File: config.mk
export PLATFORM = sky130hd
export DESIGN_NAME = tage_update_ctrl
export DESIGN_NICKNAME = d
export VERILOG_FILES = /design/src/rtl/tage_update_ctrl.sv
export SDC_FILE = /design/constraint.sdc
export NUM_CORES = 1
export LEC_CHECK = 0
export CORE_AREA = 2 2 155 119
export CTS_BUF_LIST = sky130_fd_sc_hd__clkbuf_4
export DETAILED_ROUTE_END_ITERATION = 12
export DIE_AREA = 0 0 157 121
export GPL_TIMING_DRIVEN = 0
export MAX_ROUTING_LAYER = met4
export PLACE_DENSITY = 0.83
export SETUP_SLACK_MARGIN = 0.15
export SLEW_MARGIN = 40
export SYNTH_ARGS = -nofsm -noshare
export SYNTH_HDL_FRONTEND = slang
export SYNTH_SLANG_ARGS = --single-unit
File: constraint.sdc
create_clock -name clk -period 15.46 [get_ports clk]
set_clock_uncertainty 0.15 [all_clocks]
set_input_delay 3.865 -clock clk [delete_from_list [all_inputs] [get_ports clk]]
set_output_delay 3.865 -clock clk [all_outputs]
set_load 0.01 [all_outputs]
File: src/rtl/tage_update_ctrl.sv
// -----------------------------------------------------------------------------
// tage_update_ctrl
//
// Sequences TAGE predictor table writes for resolved branches. Resolves are
// queued in a small FIFO; each head entry is processed by a three-state FSM:
//   IDLE   -> UPDATE when the queue holds an entry.
//   UPDATE -> one cycle; refreshes the provider table entry (if any).
//   ALLOC  -> on a misprediction, tries to allocate a new entry in the tables
//             above the provider, one table per cycle in ascending order,
//             stopping at the first table that reports success.
//
// Ports
//   clk, rst            sole clock, synchronous active-high reset
//   IN_resValid         resolve offered; accepted when OUT_resReady is high
//   OUT_resReady        queue can take a resolve this cycle
//   IN_resAddr/Tag      per-table index (6b) / tag (8b), table k at slice k
//   IN_resProvValid     a tagged table provided the prediction
//   IN_resProvIdx       provider table number
//   IN_resPredTaken     final prediction;  IN_resTaken  actual outcome
//   OUT_write*          per-table write strobes and data bits (bit k = table k)
//   OUT_writeAddr/Tag   head entry index/tag, driven whenever not IDLE
//   OUT_anyAlloc        high in the UPDATE cycle that decides to allocate
//   IN_writeAlloc       per-table allocation success, same-cycle feedback
//   OUT_busy            FSM not IDLE or queue non-empty
//
// Build option
//   TAGE_ALLOC_RAND_EN  adds a 16-bit LFSR that randomly skips the first
//                       allocation candidate when at least two exist.
// -----------------------------------------------------------------------------
module tage_update_ctrl #(
  parameter int NUM_TABLES = 4,
  parameter int FIFO_DEPTH = 4
) (
  input  logic                    clk,
  input  logic                    rst,
  input  logic                    IN_resValid,
  output logic                    OUT_resReady,
  input  logic [NUM_TABLES*6-1:0] IN_resAddr,
  input  logic [NUM_TABLES*8-1:0] IN_resTag,
  input  logic                    IN_resProvValid,
  input  logic [2:0]              IN_resProvIdx,
  input  logic                    IN_resPredTaken,
  input  logic                    IN_resTaken,
  output logic [NUM_TABLES-1:0]   OUT_writeValid,
  output logic [NUM_TABLES-1:0]   OUT_writeUpdate,
  output logic [NUM_TABLES-1:0]   OUT_writeNew,
  output logic [NUM_TABLES-1:0]   OUT_writeTaken,
  output logic [NUM_TABLES-1:0]   OUT_writeUseful,
  output logic [NUM_TABLES*6-1:0] OUT_writeAddr,
  output logic [NUM_TABLES*8-1:0] OUT_writeTag,
  output logic                    OUT_anyAlloc,
  input  logic [NUM_TABLES-1:0]   IN_writeAlloc,
  output logic                    OUT_busy
);

  localparam int PTR_W = $clog2(FIFO_DEPTH);
  localparam logic [NUM_TABLES-1:0] ONE = {{(NUM_TABLES-1){1'b0}}, 1'b1};

  typedef enum logic [1:0] {IDLE, UPDATE, ALLOC} state_e;

  typedef struct packed {
    logic [NUM_TABLES*6-1:0] addr;
    logic [NUM_TABLES*8-1:0] tag;
    logic                    prov_valid;
    logic [2:0]              prov_idx;
    logic                    pred_taken;
    logic                    taken;
  } entry_t;

  // ---------------------------------------------------------------------------
  // Resolve queue: pointers carry one extra wrap bit to tell full from empty.
  // ---------------------------------------------------------------------------
  entry_t         fifo_q [FIFO_DEPTH];
  entry_t         in_entry, head;
  logic [PTR_W:0] wr_ptr_q, wr_ptr_d, rd_ptr_q, rd_ptr_d;
  logic           empty, full, push, pop;

  assign empty = (wr_ptr_q == rd_ptr_q);
  assign full  = (wr_ptr_q[PTR_W] != rd_ptr_q[PTR_W]) &&
                 (wr_ptr_q[PTR_W-1:0] == rd_ptr_q[PTR_W-1:0]);

  assign OUT_resReady = !full && !rst;
  assign push         = IN_resValid && OUT_resReady;

  assign in_entry = '{addr: IN_resAddr, tag: IN_resTag, prov_valid: IN_resProvValid,
                      prov_idx: IN_resProvIdx, pred_taken: IN_resPredTaken,
                      taken: IN_resTaken};
  assign head     = fifo_q[rd_ptr_q[PTR_W-1:0]];

  assign wr_ptr_d = wr_ptr_q + {{PTR_W{1'b0}}, push};
  assign rd_ptr_d = rd_ptr_q + {{PTR_W{1'b0}}, pop};

  // NOTE: the storage array has no reset; an entry is only read after the
  // pointers say it was written, so clearing it would buy nothing.
  always_ff @(posedge clk) begin
    if (push) fifo_q[wr_ptr_q[PTR_W-1:0]] <= in_entry;
  end

  // ---------------------------------------------------------------------------
  // Candidate selection for allocation.
  // ---------------------------------------------------------------------------
  state_e                state_q, state_d;
  logic [3:0]            cur_q, cur_d;       // table being attempted in ALLOC
  logic                  prov_hit, mispred, has_cand;
  logic [3:0]            first_cand, start_cand;
  logic [NUM_TABLES-1:0] prov_oh, cur_oh;

  // An out-of-range provider index is treated as "no provider".
  assign prov_hit   = head.prov_valid && ({1'b0, head.prov_idx} < 4'(NUM_TABLES));
  assign mispred    = (head.pred_taken != head.taken);
  assign first_cand = prov_hit ? ({1'b0, head.prov_idx} + 4'd1) : 4'd0;
  assign has_cand   = (first_cand < 4'(NUM_TABLES));
  assign prov_oh    = ONE << head.prov_idx;
  assign cur_oh     = ONE << cur_q;

`ifdef TAGE_ALLOC_RAND_EN
  logic [15:0] lfsr_q, lfsr_d;
  logic        two_plus;

  assign two_plus   = ((first_cand + 4'd1) < 4'(NUM_TABLES));
  assign start_cand = (lfsr_q[0] && two_plus) ? (first_cand + 4'd1) : first_cand;
  // Galois LFSR, advanced once per entry into ALLOC.
  assign lfsr_d     = (state_q == UPDATE && state_d == ALLOC)
                      ? ((lfsr_q >> 1) ^ (lfsr_q[0] ? 16'hB400 : 16'h0000))
                      : lfsr_q;

  always_ff @(posedge clk) begin
    if (rst) lfsr_q <= 16'hACE1;
    else     lfsr_q <= lfsr_d;
  end
`else
  assign start_cand = first_cand;
`endif

  // ---------------------------------------------------------------------------
  // FSM next-state and outputs.
  // ---------------------------------------------------------------------------
  // NOTE: every signal gets a default before the case so no path can leave
  // one unassigned, which would otherwise infer a latch.
  always_comb begin
    state_d         = state_q;
    cur_d           = cur_q;
    pop             = 1'b0;
    OUT_writeValid  = '0;
    OUT_writeUpdate = '0;
    OUT_writeNew    = '0;
    OUT_writeTaken  = '0;
    OUT_writeUseful = '0;
    OUT_writeAddr   = '0;
    OUT_writeTag    = '0;
    OUT_anyAlloc    = 1'b0;

    unique case (state_q)
      IDLE: begin
        if (!empty) state_d = UPDATE;
      end

      UPDATE: begin
        OUT_writeAddr = head.addr;
        OUT_writeTag  = head.tag;
        if (prov_hit) begin
          OUT_writeValid  = prov_oh;
          OUT_writeUpdate = prov_oh;
          OUT_writeTaken  = head.taken ? prov_oh : '0;
          OUT_writeUseful = mispred ? '0 : prov_oh;
        end
        if (mispred && has_cand) begin
          state_d      = ALLOC;
          cur_d        = start_cand;
          OUT_anyAlloc = 1'b1;
        end else begin
          pop     = 1'b1;
          state_d = IDLE;
        end
      end

      ALLOC: begin
        OUT_writeAddr  = head.addr;
        OUT_writeTag   = head.tag;
        OUT_writeValid = cur_oh;
        OUT_writeNew   = cur_oh;
        OUT_writeTaken = head.taken ? cur_oh : '0;
        if (|(IN_writeAlloc & cur_oh) || cur_q == 4'(NUM_TABLES - 1)) begin
          pop     = 1'b1;
          state_d = IDLE;
        end else begin
          cur_d = cur_q + 4'd1;
        end
      end

      default: state_d = IDLE;
    endcase
  end

  assign OUT_busy = (state_q != IDLE) || !empty;

  // NOTE: state uses non-blocking assignments so every register samples the
  // pre-edge values regardless of block ordering.
  always_ff @(posedge clk) begin
    if (rst) begin
      state_q  <= IDLE;
      cur_q    <= '0;
      wr_ptr_q <= '0;
      rd_ptr_q <= '0;
    end else begin
      state_q  <= state_d;
      cur_q    <= cur_d;
      wr_ptr_q <= wr_ptr_d;
      rd_ptr_q <= rd_ptr_d;
    end
  end

endmodule

==> flow_summary.ini, run 1 <==
[clock_network]
cts_setup_buffers = 0
htreeDepth = 2
clock_latency_ps = 640
clkSinkCount = 260
cts_root_buf = clkbuf_4
clockBufferDepth = 3
postCtsHoldBufs = 0
cts_buffers = 61
cts_tree = done
ctsResizeCount = 0
clk_pin_slew_ps = 80

[timing]
max_slew_margin_pct = 54.9
final_max_slew_viol_count = 0
fmax_mhz = 109
rsz0062_at_grt = false
fin_crit_sh_pct = 59.6
worst_pin_slew_ps = 677
hold_ws_ps = 401
final-hold-violation-count = 0
period_minus_slack_ps = 9210
setup-violations-final = 0
tns_ps = 0
worst_slack_ps = 6250

[route]
wirelength_mm = 20.7
drc = 0
dr.first_iter.drc_count = 456
ant_nets = 0
wl_per_cell_um = 19.9
drtPass1Iterations = 5
drt-vias-per-instance = 5.52
vias = 5756

[yosys]
netlist_instances = 520
synth_cell_type_count = 37
synth_top_cell_area_share_pct = 72.2
netlist_top_cells_area = edfxtp_1, mux4_2, and2_1
avgSynthCellArea_sq_um = 19.8
syn_nets = 602
ys.warnings.count = 0
yosys.area.top_type = edfxtp_1
netlist_area_sq_mm = 0.0103
ys_seq_area_share_pct = 74.5
synth-seq-cells = 260

[critical_path]
critPathArrivalTime_ps = 5200
cp-start-kind = input pin
critical_path.endpoint_type = output pin
cp_data_required_time_ps = 11450
worstPathBufferInverterCount = 2
reg2reg_setup_slack_ps = 11410
crit_family = buffers and inverters
crit_slowest_cell = clkdlybuf4s50_1
cp_max_fo = 6
cpPeakStageDelay_ps = 570
path_cells = clkdlybuf4s50_1, a31oi_1, clkdlybuf4s50_1
worstSetupPathType = in -> out
cp_common_cell = clkdlybuf4s50_1

[floorplan]
rows = 42
ios = 148
die_area_sq_mm = 0.0190
start_util_pct = 59.3
fp.coreArea_sq_mm = 0.0174
die_h_um = 121
die_w_um = 157

[final_layout]
final_net_count = 831
fillers = 1000
fin_util_pct = 75.6
drive_gt1_share_pct = 24.1
instances_no_fill = 1042
diodes = 0
area_growth_pct = 27.5

[grt]
antenna_found_initial = 0
gr-total-overflow = 0
grt_pass1_vias = 6008
grt_pass1_wl_mm = 32.0
track_usage_pct = 23.2
grt_max_degree = 34

[place]
place_ws_ps = 6280
placedCellCount = 928
port_buffers = 147
dp_hpwl_mm = 13.8
place.gp.congestion = 0.875

[power_and_ir_drop]
power.leakage_uw = 0.00441
vdd_drop_max_mv = 0.0955
power.density_mw_per_mm2 = 131

[status]
status = finished clean

[min_path]
hp-class = reg -> reg

[run]
maxCapViolCount = 0
-- power by group --
part           total, uW  leakage [uW]  internal (uW)  switching [uW]
Sequential           797       0.00235            790            7.09
Combinational        380       0.00158            195             185
Clock                550      0.000484            291             258
Total               1730       0.00441           1280             451
-- routing by layer --
layer | track usage, % | share of wire (%) | vias up
met4 | 6.31 | 1.4 | 0
li1 | - | - | 2573
met5 | - | 0 | -
met1 | 28.8 | 40 | 2917
met2 | 37.8 | 50 | 229
met3 | 7.00 | 8.1 | 37
-- worst register-to-register path, stage by stage, from the launching register on --
cell	delay, ps
dfxtp_1	340
buf_2	260
clkbuf_1	550
clkbuf_1	560
mux4_2	460
ha_1	210
ha_1	270
inv_1	90
a21o_1	230
a21oi_1	160
nor2_1	60
ha_1	190
ha_1	200
xnor2_1	140
nor2_1	60
-- flip-flops by register name, indices dropped and copies added, names as in the netlist --
register / flops
wr_ptr_q: 3
state_q: 2
cur_q: 4
rd_ptr_q: 3
fifo_q: 248
-- per-stage QoR --
stage,total power [uW],instance area [sq um]
after floorplan,999,10300
after global placement,1180,12100
after detailed placement,1190,12300
after CTS,1740,13200
after global routing,1810,13200
final,1730,13200
-- worst paths after layout --
kind / startpoint / end / cells after the start
setup / recovery: rst / OUT_resReady / 3
hold / removal: state_q[0] / state_q[0] / 2
setup reg to reg: rd_ptr_q[1] / rd_ptr_q[2] / 14
hold reg to reg: state_q[0] / state_q[0] / 2
-- cells in the final DEF (no fill, tap or decap), types with 8 or more instances in the layout --
cell type        count
and2_1              59
and3_1               8
buf_2               12
clkbuf_1            15
clkbuf_4            85
clkdlybuf4s50_1    147
clkinv_1            16
clkinv_2             8
dfxtp_1             12
edfxtp_1           248
ha_1                13
inv_1               12
mux4_2              62
nor2_1              22
nor2b_1              9
-- logic make-up after synthesis --
family | share of synthesized area, %
fa+ha+maj | 1.58
flops | 74.5
compound gates | 1.39
mux | 13.8
buf+inv | 1.47
xor+xnor | 0.582
simple gates | 6.62
-- synthesized netlist by cell type (all sizes together) --
library cell,number
clkbuf,15
a311oi,3
or3b,1
xnor2,5
o2bb2ai,1
mux4,62
buf,9
or2,1
nor2,23
edfxtp,248
a21oi,5
mux2i,3
a211oi,2
nor3,3
and2,59
xor2,1
dfxtp,12
a32o,1
nand4bb,1
nand3,5
and3b,1
nor3b,1
inv,12
a21o,2
ha,13
nor4,1
a31oi,1
and3,9
a221oi,2
nand2,5
a221o,1
nor2b,9
o21ai,2
nand3b,1
-- cell type report --
class                      count  area (sq um)  share of cell area, %
buffer                        24           106                  0.809
clock buffer                  85           638                   4.85
clock inverter                29           175                   1.33
inverter                      12          45.0                  0.343
multi-input combinational    224          2500                   19.0
sequential                   260          7690                   58.5
tap                          242           303                   2.30
timing repair buffer         166          1700                   12.9
No activity file was read; power rests on OpenSTA's default activity.
==> inputs of run 2 (changes only) <==
Settings changed: CORE_AREA 2 2 155 119 to 2 2 168 129, DIE_AREA 0 0 157 121 to 0 0 170 131, PLACE_DENSITY 0.83 to 0.74.
Clock period 15.46 ns to 8.1 ns, I/O delays scaled along.
==> run 2 against run 1 <==
Net effect: core utilization is 12 points lower; count of clock-buffer cells in the layout is 18 higher; total power increased by 98%; die area grew 17%; largest cell class unchanged; highest routed layer unchanged.
==> flow_summary.ini, run 2 (synthesized netlist as in run 1, its figures left out) <==
[place]
place_area_sq_mm = 0.0123
dp_hpwl_mm = 14.2
place.gp.congestion = 0.877
placedCellCount = 949
port_buffers = 147

[critical_path]
cp_data_required_time_ps = 5930
critPathArrivalTime_ps = 4360
crit_slowest_cell = clkdlybuf4s50_1
cp-start-kind = register
path_cells = buf_2, clkbuf_1, clkbuf_1, mux4_2, ha_1, ha_1, inv_1, a211oi_1, clkdlybuf4s50_1
worstSetupPathType = reg -> out
cp_max_fo = 10
cpPeakStageDelay_ps = 650
r2r_cells = 14
critical_path.endpoint_type = output pin

[grt]
gr-total-overflow = 0
track_usage_pct = 20.6
grt_max_degree = 35
grt_pass1_vias = 6328
antenna_found_initial = 1
grt_pass1_wl_mm = 33.1

[final_layout]
instances_no_fill = 1065
final_common_cell = edfxtp_1
design_area_sq_mm = 0.0132
multi_input_area_sq_mm = 0.00250
drive_gt1_share_pct = 25.4
final_cell_mix = edfxtp_1, clkdlybuf4s50_1, clkbuf_4
regArea_sq_mm = 0.00769
fillers = 1471
largest_register_ffs = 248
area_growth_pct = 28.4
final_net_count = 835

[power_and_ir_drop]
vdd_drop_max_mv = 0.167
finalPower_uw = 3420
power.leakage_uw = 0.00446
power.density_mw_per_mm2 = 258

[timing]
hold_ws_ps = 388
max_slew_margin_pct = 52.4
final-hold-violation-count = 0
setup-violations-final = 0
fmax_mhz = 153
fin_crit_sh_pct = 80.7
worst_pin_slew_ps = 714
final_max_slew_viol_count = 0
period_minus_slack_ps = 6540
rsz0062_at_grt = false

[clock_network]
cts_tree = done
cts_root_buf = clkbuf_4
clockBufferDepth = 3
ctsResizeCount = 0
clkSinkCount = 260
clock_latency_ps = 640
htreeDepth = 3
clk_pin_slew_ps = 60
postCtsHoldBufs = 0
cts_buffers = 66
cts_setup_buffers = 0

[route]
ant_nets = 0
wl_per_cell_um = 20.0
dr.first_iter.drc_count = 459
top_layer_used = met4
drc = 0
dr_wl_met3_mm = 1.63
m1WireLength_mm = 8.83
drtPass1Iterations = 5
drt-vias-per-instance = 5.34
wirelength_mm = 21.3
vias = 5691
dr_wl_met2_mm = 10.6

[run]
maxCapViolCount = 0

[min_path]
hp-class = reg -> reg
min_path_cells = 2

[status]
status = finished clean

[floorplan]
die_w_um = 170
start_util_pct = 49.8
fp.coreArea_sq_mm = 0.0207
rows = 46
ios = 148
die_area_sq_mm = 0.0223
die_h_um = 131
## run 2: cell types whose count changed in the layout (fill, tap and decap cells not counted)
cell	delta
clkinv_2	-7
clkbuf_4	+18
buf_6	-1
diode_2	+1
clkinv_1	-10
buf_12	-1
buf_2	-2
clkinvlp_4	-1
bufinv_16	+1
buf_4	+3
## run 2: layout make-up
class | instances | area share [%]
antenna | 1 | 0.0189
buffer | 24 | 0.803
clock buffer | 103 | 5.84
clock inverter | 12 | 0.945
inverter | 12 | 0.340
multi-input combinational | 224 | 18.9
sequential | 260 | 58.0
tap | 264 | 2.49
timing repair buffer | 165 | 12.7
## run 2: worst max-delay path, delay by kind of cell (launching register included)
| family | cells | cell delay, ps |
|---|---|---|
| AOI/OAI and AO/OA | 1 | 400 |
| adders and majority gates | 2 | 470 |
| buffers and inverters | 5 | 2100 |
| DFF | 1 | 320 |
| muxes | 1 | 440 |
## run 2: metrics by stage
| step | setup slack (ps) | setup TNS, ps | util [%] |
|---|---|---|---|
| 3_5_place_dp | 2150 | 0 | 59.6 |
| 6_report | 1560 | 0 | 63.9 |
| 3_3_place_gp | -3750 | -250440 | 58.5 |
| 5_1_grt | 1270 | 0 | 63.9 |
| 4_1_cts | 1430 | 0 | 63.9 |
| 2_1_floorplan | 294 | 0 | - |
## run 2: final timing paths
check | slack, ps | endpoint | start
worst min register to register | 390 | cur_q[2] | cur_q[2]
worst max-delay path | 1560 | OUT_anyAlloc | rd_ptr_q[1]
worst min-delay path | 390 | cur_q[2] | cur_q[2]
worst max register to register | 4120 | rd_ptr_q[2] | rd_ptr_q[1]
## run 2: where the power goes
| part | leakage (uW) | switching (uW) | internal (uW) |
|---|---|---|---|
| sequential | 0.00235 | 13.6 | 1510 |
| combinational | 0.00157 | 355 | 372 |
| clock | 0.000538 | 496 | 672 |
| total | 0.00446 | 865 | 2550 |
## run 2: layer usage
| metal | global-route usage (%) | vias up |
|---|---|---|
| met5 | - | - |
| met4 | 7.19 | 0 |
| met3 | 6.93 | 28 |
| met2 | 33.8 | 208 |
| met1 | 24.2 | 2866 |
| li1 | - | 2589 |
==> inputs of run 3 (changes only) <==
Clock period 8.1 ns to 5.34 ns, I/O delays scaled along.
==> run 3 against run 2 <==
Net effect: sequential share of layout area rose by 0.11 points; first-iteration DRC count rose by 9.4%; non-clock buffer count fell by 4; final area fell by 0.19%; worst setup slack got worse by 1200 ps; via count fell by 0.47%; die area did not move; core utilization fell by 0.12 points; largest cell class unchanged.
==> flow_summary.ini, run 3 (synthesized netlist as in run 1, its figures left out) <==
[timing]
period_minus_slack_ps = 4950
rsz0062_at_grt = false
hold_ws_ps = 389
fmax_mhz = 202
final-hold-violation-count = 0
setup-violations-final = 0
fin_crit_sh_pct = 92.7
final_max_slew_viol_count = 0
worst_pin_slew_ps = 693
tns_ps = 0
max_slew_margin_pct = 53.8

[grt]
track_usage_pct = 20.0
grt_pass1_vias = 6075
grt_pass1_wl_mm = 32.3
gr-total-overflow = 0
antenna_found_initial = 1
grt_max_degree = 33

[place]
dp_hpwl_mm = 13.9
place.gp.congestion = 0.890
port_buffers = 147

[clock_network]
clockBufferDepth = 3
htreeDepth = 3
clk_pin_slew_ps = 60
clock_latency_ps = 620
clkSinkCount = 260
cts_setup_buffers = 0
cts_root_buf = clkbuf_4
postCtsHoldBufs = 0
cts_buffers = 67
cts_tree = done

[final_layout]
final_net_count = 832
final_cell_mix = edfxtp_1, clkdlybuf4s50_1, clkbuf_4
largest_register_ffs = 248
drive_gt1_share_pct = 23.4
fin_util_pct = 63.8
area_growth_pct = 28.2
final_common_cell = edfxtp_1

[power_and_ir_drop]
power_switching_uw = 1290
seq_power_share_pct = 45.7
pwr-share-comb_pct = 21.9
finalPower_uw = 5050
power.density_mw_per_mm2 = 382
p_sw_share_pct = 25.6
vdd_drop_max_mv = 0.206
power.share.clock_pct = 32.3
power.leakage_uw = 0.00440
p_int_uw = 3750

[run]
maxCapViolCount = 0

[status]
status = finished clean

[route]
vias = 5664
drc = 0
ant_nets = 0
wirelength_mm = 20.8
dr.first_iter.drc_count = 502
wl_per_cell_um = 19.7
drt-vias-per-instance = 5.37
drtPass1Iterations = 5

[critical_path]
crit_path_start = rd_ptr_q[1]
path_cells = clkbuf_4, clkbuf_8, clkbuf_4, mux4_2, ha_1, ha_1, inv_1, a211oi_2, clkdlybuf4s50_1
cp_data_required_time_ps = 3860
cpPeakStageDelay_ps = 600
crit_slowest_cell = clkdlybuf4s50_1
r2r-end = rd_ptr_q[2]
critical_path.endpoint_type = output pin
critPathArrivalTime_ps = 3470
timing.rr.start = rd_ptr_q[1]
cp_max_fo = 10
crit_end = OUT_anyAlloc
reg2reg_setup_slack_ps = 2060
r2r_cells = 14
cp-start-kind = register
worstSetupPathType = reg -> out

[min_path]
hp-class = reg -> reg

[floorplan]
ios = 148
start_util_pct = 49.8
die_area_sq_mm = 0.0223
fp.coreArea_sq_mm = 0.0207
die_h_um = 131
rows = 46
die_w_um = 170
[run 3: power by group through the flow]
stage          logic (uW)  clock network, uW  registers, uW
3_3_place_gp         1080                  0           2350
4_1_cts              1120               1690           2310
5_1_grt              1200               1800           2310
3_5_place_dp         1110                  0           2350
6_report             1110               1630           2310
2_1_floorplan         542                  0           2350
[run 3: timing repair]
item	in CTS	in global routing
pin swaps	0	0
endpoints found under the hold margin	0	0
resized for setup	7	3
endpoints found under the setup margin	17	1
[run 3: worst min-delay path by stage]
stage,start,end,cells after the start
after floorplan,cur_q[2],cur_q[2],2
after global placement,cur_q[2],cur_q[2],2
after detailed placement,cur_q[2],cur_q[2],2
after CTS,cur_q[2],cur_q[2],2
after global routing,cur_q[2],cur_q[2],2
final,cur_q[2],cur_q[2],2
[run 3: area by class of cell]
type	instances	area, sq um
Sequential cell	260	7690
Fill cell	1457	7500
Multi-Input combinational cell	224	2510
Timing Repair Buffer	162	1710
Clock buffer	86	646
Tap cell	264	330
Clock inverter	23	168
Buffer	23	128
Inverter	12	45.0
Antenna cell	1	2.50
[run 3: layer usage]
metal / GRT usage [%] / part of all wire (%) / vias up
met5: - / 0 / -
li1: - / - / 2589
met3: 6.99 / 8.5 / 20
met4: 6.08 / 1.1 / 0
met2: 31.7 / 49 / 203
met1: 24.6 / 42 / 2852
[run 3: worst max-delay path: cells and delay by family (launching register included)]
family | cells | cell delay [ps]
buffers and inverters | 5 | 1410
adders and majority gates | 2 | 480
muxes | 1 | 360
DFF | 1 | 330
AOI/OAI and AO/OA | 1 | 270
[run 3: metrics by stage]
stage / cells / cell area (sq um) / setup slack, ps
after floorplan: 520 / 10300 / 224
after global placement: 931 / 12100 / -2470
after detailed placement: 946 / 12400 / 25.8
after CTS: 1054 / 13200 / 203
after global routing: 1055 / 13200 / 153
final: 1055 / 13200 / 390
